`src/rtl/otter_iobus_uart_tx_if.sv`:
```
// OTTER IOBUS bundle: the CPU drives address, write data and strobe.
// The peripheral returns read data on IOBUS_IN.
interface otter_iobus_uart_tx_if;
    logic [31:0] IOBUS_ADDR;
    logic [31:0] IOBUS_OUT;
    logic        IOBUS_WR;
    logic [31:0] IOBUS_IN;

    modport master (
        output IOBUS_ADDR,
        output IOBUS_OUT,
        output IOBUS_WR,
        input  IOBUS_IN
    );

    modport slave (
        input  IOBUS_ADDR,
        input  IOBUS_OUT,
        input  IOBUS_WR,
        output IOBUS_IN
    );
endinterface

```
`src/rtl/otter_iobus_uart_tx.sv`:
```
// IOBUS-mapped 8N1 UART transmitter with a transmit FIFO, a status register
// and a programmable baud divisor (clocks per bit).
module otter_iobus_uart_tx #(
    parameter logic [31:0] BASE_ADDR   = 32'h1100_0100,
    parameter int          FIFO_DEPTH  = 8,
    parameter logic [15:0] DEFAULT_DIV = 16'd868
) (
    input  logic                   CLK,
    input  logic                   RESET,
    otter_iobus_uart_tx_if.slave   bus,
    output logic                   TX,
    output logic                   IRQ
);

    localparam int PTR_W = $clog2(FIFO_DEPTH);
    localparam int CNT_W = PTR_W + 1;

    typedef enum logic [1:0] {IDLE, START, DATA, STOP} state_t;

    state_t            state, state_next;
    logic [7:0]        mem [FIFO_DEPTH];
    logic [PTR_W-1:0]  wr_ptr, rd_ptr;
    logic [CNT_W-1:0]  count;
    logic              overflow, irq_en;
    logic [15:0]       baud_div;
    logic [15:0]       div_cnt, div_cnt_next;
    logic [2:0]        bit_cnt, bit_cnt_next;
    logic [7:0]        shift, shift_next;
    logic              tx_next;
    logic              pop;
    logic              hit;
    logic [1:0]        sel;
    logic              push_req, push;
    logic              fifo_empty, fifo_full;
    logic              bit_end;
    logic              status_wr, baud_wr;
    logic [31:0]       status_word, rdata_next;

    assign hit        = (bus.IOBUS_ADDR[31:4] == BASE_ADDR[31:4]);
    assign sel        = bus.IOBUS_ADDR[3:2];
    assign fifo_empty = (count == '0);
    assign fifo_full  = (count == CNT_W'(FIFO_DEPTH));
    assign push_req   = bus.IOBUS_WR && hit && (sel == 2'd0);
    assign status_wr  = bus.IOBUS_WR && hit && (sel == 2'd1);
    assign baud_wr    = bus.IOBUS_WR && hit && (sel == 2'd2);
    // A full FIFO still accepts a push when the shifter pops in the same cycle.
    assign push       = push_req && (!fifo_full || pop);
    // Compared against the live divisor so a mid-bit shrink ends the bit at once.
    assign bit_end    = (div_cnt >= (baud_div - 16'd1));
    assign IRQ        = fifo_empty && (state == IDLE) && irq_en;

    always_ff @(posedge CLK) begin
        if (push) begin
            mem[wr_ptr] <= bus.IOBUS_OUT[7:0];
        end
    end

    always_ff @(posedge CLK) begin
        if (RESET) begin
            wr_ptr <= '0;
            rd_ptr <= '0;
            count  <= '0;
        end else begin
            if (push) begin
                wr_ptr <= wr_ptr + 1'b1;
            end
            if (pop) begin
                rd_ptr <= rd_ptr + 1'b1;
            end
            case ({push, pop})
                2'b10:   count <= count + 1'b1;
                2'b01:   count <= count - 1'b1;
                default: count <= count;
            endcase
        end
    end

    always_ff @(posedge CLK) begin
        if (RESET) begin
            overflow <= 1'b0;
            irq_en   <= 1'b0;
            baud_div <= DEFAULT_DIV;
        end else begin
            if (push_req && fifo_full && !pop) begin
                overflow <= 1'b1;
            end else if (status_wr && bus.IOBUS_OUT[3]) begin
                overflow <= 1'b0;
            end
            if (status_wr) begin
                irq_en <= bus.IOBUS_OUT[4];
            end
            if (baud_wr) begin
                baud_div <= (bus.IOBUS_OUT[15:0] == 16'd0) ? 16'd1 : bus.IOBUS_OUT[15:0];
            end
        end
    end

    always_comb begin
        status_word       = '0;
        status_word[0]    = (state != IDLE) || !fifo_empty;
        status_word[1]    = fifo_full;
        status_word[2]    = fifo_empty;
        status_word[3]    = overflow;
        status_word[4]    = irq_en;
        status_word[11:8] = 4'(count);
        rdata_next        = '0;
        if (hit) begin
            case (sel)
                2'd1:    rdata_next = status_word;
                2'd2:    rdata_next = {16'h0000, baud_div};
                default: rdata_next = '0;
            endcase
        end
    end

    always_ff @(posedge CLK) begin
        if (RESET) begin
            bus.IOBUS_IN <= '0;
        end else begin
            bus.IOBUS_IN <= rdata_next;
        end
    end

    always_ff @(posedge CLK) begin
        if (RESET) begin
            state   <= IDLE;
            TX      <= 1'b1;
            div_cnt <= '0;
            bit_cnt <= '0;
            shift   <= '0;
        end else begin
            state   <= state_next;
            TX      <= tx_next;
            div_cnt <= div_cnt_next;
            bit_cnt <= bit_cnt_next;
            shift   <= shift_next;
        end
    end

    // TX is registered, so tx_next is the level the line takes after this edge.
    always_comb begin
        state_next   = state;
        tx_next      = TX;
        div_cnt_next = div_cnt + 16'd1;
        bit_cnt_next = bit_cnt;
        shift_next   = shift;
        pop          = 1'b0;
        if (bit_end) begin
            div_cnt_next = '0;
        end
        case (state)
            IDLE: begin
                div_cnt_next = '0;
                bit_cnt_next = '0;
                tx_next      = 1'b1;
                if (!fifo_empty) begin
                    pop        = 1'b1;
                    shift_next = mem[rd_ptr];
                    state_next = START;
                    tx_next    = 1'b0;
                end
            end
            START: begin
                if (bit_end) begin
                    state_next   = DATA;
                    bit_cnt_next = '0;
                    tx_next      = shift[0];
                end
            end
            DATA: begin
                if (bit_end) begin
                    shift_next   = shift >> 1;
                    bit_cnt_next = bit_cnt + 3'd1;
                    if (bit_cnt == 3'd7) begin
                        state_next = STOP;
                        tx_next    = 1'b1;
                    end else begin
                        tx_next = shift[1];
                    end
                end
            end
            STOP: begin
                if (bit_end) begin
                    if (!fifo_empty) begin
                        pop        = 1'b1;
                        shift_next = mem[rd_ptr];
                        state_next = START;
                        tx_next    = 1'b0;
                    end else begin
                        state_next = IDLE;
                        tx_next    = 1'b1;
                    end
                end
            end
            default: begin
                state_next = IDLE;
                tx_next    = 1'b1;
            end
        endcase
    end

endmodule

```
`src/flat_wrapper.sv`:
```
// flat-port wrapper written by rule: the top's interface ports become plain ports
module otter_iobus_uart_tx_flat 
#(
    parameter logic [31:0] BASE_ADDR   = 32'h1100_0100,
    parameter int          FIFO_DEPTH  = 8,
    parameter logic [15:0] DEFAULT_DIV = 16'd868
)
  (CLK, RESET, TX, IRQ, bus_IOBUS_ADDR, bus_IOBUS_OUT, bus_IOBUS_WR, bus_IOBUS_IN);
  otter_iobus_uart_tx_if bus_i ();
  input  logic CLK;
  input  logic RESET;
  output logic TX;
  output logic IRQ;
  input wire logic [$bits(bus_i.IOBUS_ADDR)-1:0] bus_IOBUS_ADDR;
  input wire logic [$bits(bus_i.IOBUS_OUT)-1:0] bus_IOBUS_OUT;
  input wire logic [$bits(bus_i.IOBUS_WR)-1:0] bus_IOBUS_WR;
  output wire logic [$bits(bus_i.IOBUS_IN)-1:0] bus_IOBUS_IN;
  assign bus_i.IOBUS_ADDR = bus_IOBUS_ADDR;
  assign bus_i.IOBUS_OUT = bus_IOBUS_OUT;
  assign bus_i.IOBUS_WR = bus_IOBUS_WR;
  assign bus_IOBUS_IN = bus_i.IOBUS_IN;
  otter_iobus_uart_tx #(.BASE_ADDR(BASE_ADDR), .FIFO_DEPTH(FIFO_DEPTH), .DEFAULT_DIV(DEFAULT_DIV)) u_core (.CLK(CLK), .RESET(RESET), .bus(bus_i), .TX(TX), .IRQ(IRQ));
endmodule
```
`config.mk`:
```
export PLATFORM = sky130hd
export DESIGN_NAME = otter_iobus_uart_tx_flat
export DESIGN_NICKNAME = d
export VERILOG_FILES = /design/src/rtl/otter_iobus_uart_tx_if.sv /design/src/rtl/otter_iobus_uart_tx.sv /design/src/flat_wrapper.sv
export SDC_FILE = /design/constraint.sdc
export NUM_CORES = 1
export LEC_CHECK = 0
export CAP_MARGIN = 25
export CORE_MARGIN = 2
export CORE_UTILIZATION = 59
export CTS_BUF_LIST = sky130_fd_sc_hd__clkbuf_16
export DETAILED_ROUTE_END_ITERATION = 10
export HOLD_SLACK_MARGIN = 0.02
export PLACE_DENSITY_LB_ADDON = 0.08
export SYNTH_ARGS = -nofsm -noshare
export SYNTH_HDL_FRONTEND = slang
export SYNTH_SLANG_ARGS = --single-unit
```
`constraint.sdc`:
```
create_clock -name CLK -period 7.35 [get_ports CLK]
set_input_delay 1.1025 -clock CLK [delete_from_list [all_inputs] [get_ports CLK]]
set_output_delay 1.1025 -clock CLK [all_outputs]
set_load 0.01 [all_outputs]
```
======== Yosys cells after proc, flatten, opt, wreduce, memory -nomap -nowiden ========
Memory sizes are Yosys's and may differ from the RTL's. A register that Yosys moved wholly into a read port is not among the register bits.
Index checks and enable logic that the tools add are counted.
storage, ports and cells
  memory bits (read-only) ................. 0
  flip-flop bits (word level) ............. 90
  memories ................................ 1
  input bits .............................. 67
  RAM bits ................................ 64
  word-level logic and storage cells ...... 99
  bits in latches ......................... 0
  output and inout port bits .............. 34
memory list
  memory      words  bits a word  rd ports  clocked after Yosys merged registers in  write ports  line                       source
  u_core.mem  8      8            1         1                                        1            otter_iobus_uart_tx.sv:21  logic [7:0] mem [FIFO_DEPTH];
cells by class
  divide/modulo/power cells ............... 0
  shift operators ......................... 0
  add/subtract/negate cells ............... 7
  eq/ne operators ......................... 15
  $lt $le $gt $ge ......................... 1
  multiply operators ...................... 0
  reductions and logical operators ........ 30
  mux-type cells .......................... 32
  bitwise gates (word level) .............. 1
operators by type and width
  cell                                                                  count
  16-bit one-hot mux with 2 select lines                                1
  28-bit by 25-bit == test with 1-bit output, second input constant     1
  8-bit two-way mux                                                     3
  8-bit one-hot mux with 3 select lines                                 1
  16-bit by 1-bit adder with 16-bit output, second input constant       1
  16-bit >= comparator                                                  1
  16-bit zero test                                                      1
  16-bit two-way mux                                                    1
  16-bit by 1-bit subtractor with 16-bit output, second input constant  1
  1-bit two-way mux                                                     12
  3-bit two-way mux                                                     4
  1-bit logical AND                                                     10
  2-bit two-way mux                                                     5
  3-bit by 1-bit adder with 3-bit output, second input constant         3
  3-bit one-hot mux with 3 select lines                                 1
  3-bit AND reduction                                                   3
  2-bit == test, second input constant                                  4
  2-bit by 1-bit != test with 1-bit output, second input constant       4
  2-bit one-hot mux with 4 select lines                                 1
  4-bit one-hot mux with 2 select lines                                 1
  2-bit by 1-bit == test with 1-bit output, second input constant       3
  2-bit nonzero test                                                    3
  3-bit nonzero test                                                    2
  5-bit AND reduction                                                   1
  other kinds (14)                                                      18

======== Longest topological paths before layout ========
Gate-level depths: netlist of the first run.
  word-level depth ........................ 8
  gate-level depth with buffers ........... 16
  gate-level depth less buffers ........... 16

======== Worst setup path before layout of the first run ========
Ideal clock, no wire load.
  path kind ............................... register to register
  from .................................... register u_core.baud_div[8]
  to ...................................... memory u_core.mem[0][0] (enable)
  period minus slack after synthesis ...... 4.118 ns
  data arrival time ....................... 3.723 ns
  cell stages (with the launch flop) ...... 14
  required time ........................... 6.955 ns
  path slack .............................. 3.232 ns
  library setup time ...................... 0.395 ns
  path buffers ............................ 2
  cells stage by stage .................... dfxtp_1 -> clkbuf_1 -> or4_1 -> nor3_1 -> nor3b_1 -> xnor2_1 -> ha_1 -> nand4_4 -> nor4_4 -> o31ai_4 -> a31oi_1 -> buf_4 -> o21ai_1 -> nor4_1
on the way
  longest elaborated chain between the ends .. 8
RTL lines
  item                                           line                        source
  start: declaration                             otter_iobus_uart_tx.sv:25   logic [15:0] baud_div;
  start signal: assignment                       otter_iobus_uart_tx.sv:93   baud_div <= (bus.IOBUS_OUT[15:0] == 16'd0) ? 16'd1 : bus.IOBUS_OUT[15:0];
  16-bit by 1-bit subtractor with 16-bit output  otter_iobus_uart_tx.sv:49   assign bit_end = (div_cnt >= (baud_div - 16'd1));
  16-bit >= comparator                           otter_iobus_uart_tx.sv:49
  1-bit two-way mux                              otter_iobus_uart_tx.sv:183  if (bit_end) begin
  1-bit one-hot mux with 2 select lines          otter_iobus_uart_tx.sv:151  case (state)
  1-bit logical OR                               otter_iobus_uart_tx.sv:47   assign push = push_req && (!fifo_full || pop);
  1-bit logical AND                              otter_iobus_uart_tx.sv:47
  1-bit two-way mux                              otter_iobus_uart_tx.sv:53   if (push) begin
  1-bit two-way mux (not written as such)        otter_iobus_uart_tx.sv:54   mem[wr_ptr] <= bus.IOBUS_OUT[7:0];
  end: declaration                               otter_iobus_uart_tx.sv:21
No other way between the ends.

======== Final worst setup path of the first run ========
  from .................................... register u_core.baud_div[0]
  to ...................................... memory u_core.mem[6][6] (enable)
Same word-level chain as after synthesis.

==> results of run 1 <==
==> per-stage QoR <==
step                      area (µm²)  hold WS [ns]
after detailed placement        7510         0.480
after floorplan                 6820         0.446
final                           8150         0.494
after global placement          7480         0.467
after global routing            8150         0.515
after CTS                       8130         0.494
==> power groups by stage <==
stage | logic (W) | clock network (W) | registers (W)
2_1_floorplan | 0.000331 | 0 | 0.000893
3_3_place_gp | 0.000375 | 0 | 0.000920
3_5_place_dp | 0.000413 | 0 | 0.000910
4_1_cts | 0.000415 | 0.000903 | 0.000894
5_1_grt | 0.000461 | 0.000932 | 0.000899
6_report | 0.000421 | 0.000893 | 0.000894
==> Yosys cell counts (12+ instances only) <==
cell / count
dfxtp_1: 77
edfxtp_1: 64
nor2_1: 60
mux2i_1: 35
ha_1: 32
nand2_1: 32
buf_4: 17
xnor2_1: 17
mux4_2: 16
xor2_1: 14
clkbuf_1: 13
nand3_1: 13
nor4_1: 13
inv_1: 12
nor3_1: 12
o21ai_0: 12
==> how the worst max path moves through the flow <==
stage                             from                to  slack (ns)  cells past startpoint
floorplan           u_core.baud_div[8]  u_core.mem[0][0]        3.23                     13
global placement    u_core.baud_div[0]  u_core.mem[6][0]        2.52                     14
detailed placement  u_core.baud_div[0]  u_core.mem[6][0]        2.29                     14
CTS                 u_core.baud_div[0]  u_core.mem[6][7]        2.25                     13
global route        u_core.baud_div[2]  u_core.mem[6][6]        1.69                     14
finish              u_core.baud_div[0]  u_core.mem[6][6]        2.20                     13
==> sequential cells by signal (all words and copies together) (netlist names), 2 cells and up, named ones only <==
register,flops
u_core.count,4
u_core.shift,8
u_core.wr_ptr,3
u_core.bit_cnt,3
u_core.div_cnt,16
u_core.mem,64
u_core.bus.IOBUS_IN,16
u_core.baud_div,16
u_core.state,2
u_core.rd_ptr,3
==> worst max-delay path: stages, from the launching register on <==
cell,delay [ns]
dfxtp_1,0.35
inv_1,0.12
ha_1,0.21
inv_1,0.09
nor4_1,0.73
nand2_1,0.14
xor2_1,0.19
ha_1,0.36
nand4_4,0.15
nor4_4,0.38
o31ai_4,0.22
a31oi_1,0.74
o211ai_1,0.33
nor2_1,0.76
==> area by class of cell <==
cell class | instances | area, µm²
clock buffers | 17 | 425
clock inverters | 15 | 196
fillers | 784 | 3180
inverters | 13 | 48.8
multi-input cells | 397 | 3070
flip-flops and latches | 141 | 3460
well taps | 143 | 179
repair buffers | 76 | 763
==> logic make-up after synthesis <==
group,Yosys count,synth area share (%)
muxes,53,10.8
DFF,141,51.2
other,1,0.0554
and+or+nand+nor,200,16.3
buffers and inverters,52,4.29
xor gates and xnor gates,31,4.01
AOI/OAI and AO/OA,65,7.38
adders and majority gates,32,5.92
==> per-layer routing <==
metal	vias up	global-route usage, %	routed length, µm
li1	2239	-	-
met1	2297	32.7	6260
met2	169	40.8	7150
met3	24	5.90	891
met4	0	9.88	306
met5	-	0	0
==> flow_summary.toml, run 1 <==
[final_layout]
diodes = 0
drive_gt1_share_pct = 11.8
layout_common_cells = "dfxtp_1, clkdlybuf4s50_1, edfxtp_1"
final_cell_count_no_fill = 802
syn_to_final_growth_pct = 20.4
nets = 745
fin_util_pct = 71.9
layout_commonest_cell = "dfxtp_1"

[synth]
ys_seq_elements = 141
synth_cells = 575
ys_seq_area_share_pct = 51.2
synth_top_cell_area_share_pct = 28.4
synth_top_area_cell = "edfxtp_1"
syn-cell-area_um2 = 6770
synthArstFlopShare_pct = 0
yosysWarnings = 0
synth_area_per_cell_um2 = 11.8
synth_edf_count = 64
synth_area_leaders = "edfxtp_1, dfxtp_1, ha_1"
synth_top_flop_cell = "dfxtp_1"
ys_types = 68

[placement]
dpl.hpwl_mm = 10.2
portBuffers = 66
dp.cells = 769
gp_congestion = 0.811
pre_cts_slack_ns = 2.29

[power]
p_clk_share_pct = 40.5
vdd_drop_max_v = 0.000183
power_density_nw_per_um2 = 271
power.leakage_nw = 2.97
totalPowerFinal_w = 0.00221
power_frac_comb_pct = 19.1
swShare_pct = 26.9
p_seq_share_pct = 40.5
intPower_w = 0.00161
p_sw_w = 0.000594

[setup_path]
timing.rr.end = "u_core.mem[6][6]"
reg2reg_depth = 13
crit_fanout = 11
regToRegSetupSlack_ns = 2.20
path_class = "register to register"
cp.required_ns = 7.39
crit_arrival_ns = 5.19
worstSetupEndpointType = "register"
worstSetupStartpointType = "register"
worstReg2RegStart = "u_core.baud_div[0]"

[status]
status = "completed"

[sta]
setup_viol_count_final = 0
fin_crit_ns = 5.15
hold_viol = 0
fin_crit_sh_pct = 70.1
clock_skew_ns = 0.00616
relSlewSlack_pct = 34.7
grt_setup_unrepaired = "no"
tns_ns = 0
fin_ws_ns = 2.20
max_freq_mhz = 194
drv_slew = 0
worst_pin_slew_ns = 0.975

[clock_tree]
cts_hold_buf = 0
clock_latency_ns = 0.42
cts_setup_buffers = 0
cts.clk_slew.worst_paths_ns = 0.06
cts_buffers = 17
htree_levels = 4
cts_root_buffer = "clkbuf_16"
cts_tree = "built"
cts_resized = 0
clock_sinks = 141
cts_buffer_depth = 2

[global_routing]
antenna_found_initial = 0
overflow = 0
grt_usage_pct = 25.1
grt_pass1_wl_mm = 24.0
grt_pass1_vias = 4742
grt_start_max_net_pins = 42

[floorplan]
rows = 39
io_pins = 101
coreArea_um2 = 11300
die_x_um = 111
dieArea_um2 = 12300
die_h_um = 111
start_util_pct = 59.8

[route]
drt-total-wl_mm = 14.6
wl_per_cell_um = 18.2
vias_per_cell = 5.90
drc = 0
ant_nets = 0
via_count = 4729
drt_iter0_markers = 331
drtPass1Iterations = 5

[run]
drv_cap = 0

[worst_hold_path]
min_from = "u_core.div_cnt[0]"
hold_depth = 1
worstHoldEndpoint = "u_core.div_cnt[0]"
hold_class = "register to register"
No activity file was read; power rests on OpenSTA's default activity.
==> inputs of run 2 (changes only) <==
--- a/config.mk
+++ b/config.mk
@@ -7,7 +7,7 @@
 export LEC_CHECK = 0
 export CAP_MARGIN = 25
 export CORE_MARGIN = 2
-export CORE_UTILIZATION = 59
+export CORE_UTILIZATION = 54
 export CTS_BUF_LIST = sky130_fd_sc_hd__clkbuf_16
 export DETAILED_ROUTE_END_ITERATION = 10
 export HOLD_SLACK_MARGIN = 0.02
==> constraint.sdc (replaced) <==
create_clock -name CLK -period 5 [get_ports CLK]
set_input_delay 0.75 -clock CLK [delete_from_list [all_inputs] [get_ports CLK]]
set_output_delay 0.75 -clock CLK [all_outputs]
set_load 0.01 [all_outputs]
==> flow_summary.toml, run 2 (synthesized netlist as in run 1, its figures left out) <==
[setup_path]
worstSetupStartpointType = "register"
slowest_stage = "a211oi_2"
path_class = "register to register"
cp.required_ns = 5.30
cp_top_family = "simple AND/OR/NAND/NOR gates"
worstSetupEndpointType = "register"
cpPeakStageDelay_ns = 0.63
worstPathCellList = "nor3_1 -> nand2b_1 -> nor4_1 -> nand2b_1 -> nor3b_1 -> xnor2_1 -> ha_1 -> nand4_4 -> nor3_1 -> a211oi_2 -> a311oi_1 -> xor2_1 -> ha_1 -> o311a_1 -> o21ai_0 -> o211ai_1"
cp_num_buf_inv = 0
crit_fanout = 7
crit_arrival_ns = 4.74

[route]
drtPass1Iterations = 4
vias_per_cell = 5.55
ant_nets = 0
drt-total-wl_mm = 14.5
via_count = 4603
drt_iter0_markers = 306
drc = 0
wl_per_cell_um = 17.5

[global_routing]
busiest_layer = "met2"
antenna_found_initial = 0
grt.met3_usage_pct = 6.17
grt_util_met1_pct = 28.6
grt_start_max_net_pins = 32
grt_pass1_wl_mm = 23.3
grt_pass1_vias = 4686
overflow = 0
grt.met2_usage_pct = 39.1
grt_usage_pct = 23.2

[clock_tree]
cts.clk_slew.worst_paths_ns = 0.06
cts_buffers = 17
cts_buffer_depth = 2
cts_root_buffer = "clkbuf_16"
cts_setup_buffers = 0
clock_sinks = 141
htree_levels = 4
cts_hold_buf = 0
clock_latency_ns = 0.42
cts_tree = "built"
cts_resized = 0

[sta]
tns_ns = 0
clock_skew_ns = 0.00662
fin_ws_ns = 0.552
setup_viol_count_final = 0
drv_slew = 0
whs_ns = 0.482
fin_crit_sh_pct = 89.0
hold_viol = 0
relSlewSlack_pct = 47.1
grt_setup_unrepaired = "no"
max_freq_mhz = 225
worst_pin_slew_ns = 0.793
fin_crit_ns = 4.45

[placement]
place_area_um2 = 7550
gp_congestion = 0.776
pre_cts_slack_ns = 0.649
dpl.hpwl_mm = 10.2
portBuffers = 66

[final_layout]
postLayoutCellArea_um2 = 8140
layout_commonest_cell = "dfxtp_1"
largest_reg_flops = 64
diodes = 0
syn_to_final_growth_pct = 20.3
drive_gt1_share_pct = 12.5
layout_common_cells = "dfxtp_1, clkdlybuf4s50_1, edfxtp_1"
nets = 748
top_register = "u_core.mem"

[floorplan]
coreArea_um2 = 12100
io_pins = 101
dieArea_um2 = 13400
die_h_um = 116
start_util_pct = 55.9
die_x_um = 116
rows = 40

[worst_hold_path]
hold_class = "register to register"

[power]
power.leakage_nw = 2.96
totalPowerFinal_w = 0.00313
power_density_nw_per_um2 = 385
vdd_drop_max_v = 0.000223

[run]
drv_cap = 0

[status]
status = "completed"
## run 2: area by class of cell
type,count,area (µm²)
fillers,919,3970
flip-flops and latches,141,3460
multi-input cells,397,3070
repair buffers,79,786
clock buffers,18,450
well taps,168,210
clock inverters,14,115
inverters,13,48.8
## run 2: worst paths after layout
kind                                    startpoint         endpoint  slack, ns  cells after the start
worst min register to register           u_core.TX        u_core.TX       0.48                      2
worst max-delay path            u_core.baud_div[2]  u_core.count[2]       0.55                     16
worst max register to register  u_core.baud_div[2]  u_core.count[2]       0.55                     16
worst min-delay path                     u_core.TX        u_core.TX       0.48                      2
## run 2: power breakdown
group          switching, W  internal [W]  total, W
Combinational      0.000328      0.000287  0.000616
Clock              0.000485      0.000710   0.00119
Sequential        0.0000644       0.00126   0.00132
Total              0.000878       0.00225   0.00313
## run 2: per-stage QoR
stage,utilization (%),cells
6_report,67.2,830
5_1_grt,67.2,830
4_1_cts,67.0,829
3_5_place_dp,62.3,797
3_3_place_gp,62.2,796
2_1_floorplan,-,590
## run 2: worst register-to-register path, cell delays in order (launching register included)
cell      delay, ns
dfxtp_1        0.39
nor3_1         0.34
nand2b_1       0.15
nor4_1         0.33
nand2b_1       0.20
nor3b_1        0.28
xnor2_1        0.15
ha_1           0.29
nand4_4        0.15
nor3_1         0.08
a211oi_2       0.63
a311oi_1       0.29
xor2_1         0.21
ha_1           0.25
o311a_1        0.34
o21ai_0        0.15
o211ai_1       0.10
## run 2: metal layers
metal  vias up  share of wire, %
met5         -                 0
met3        22               4.1
met4         0               2.4
met1      2233                44
met2       111                50
li1       2237                 -
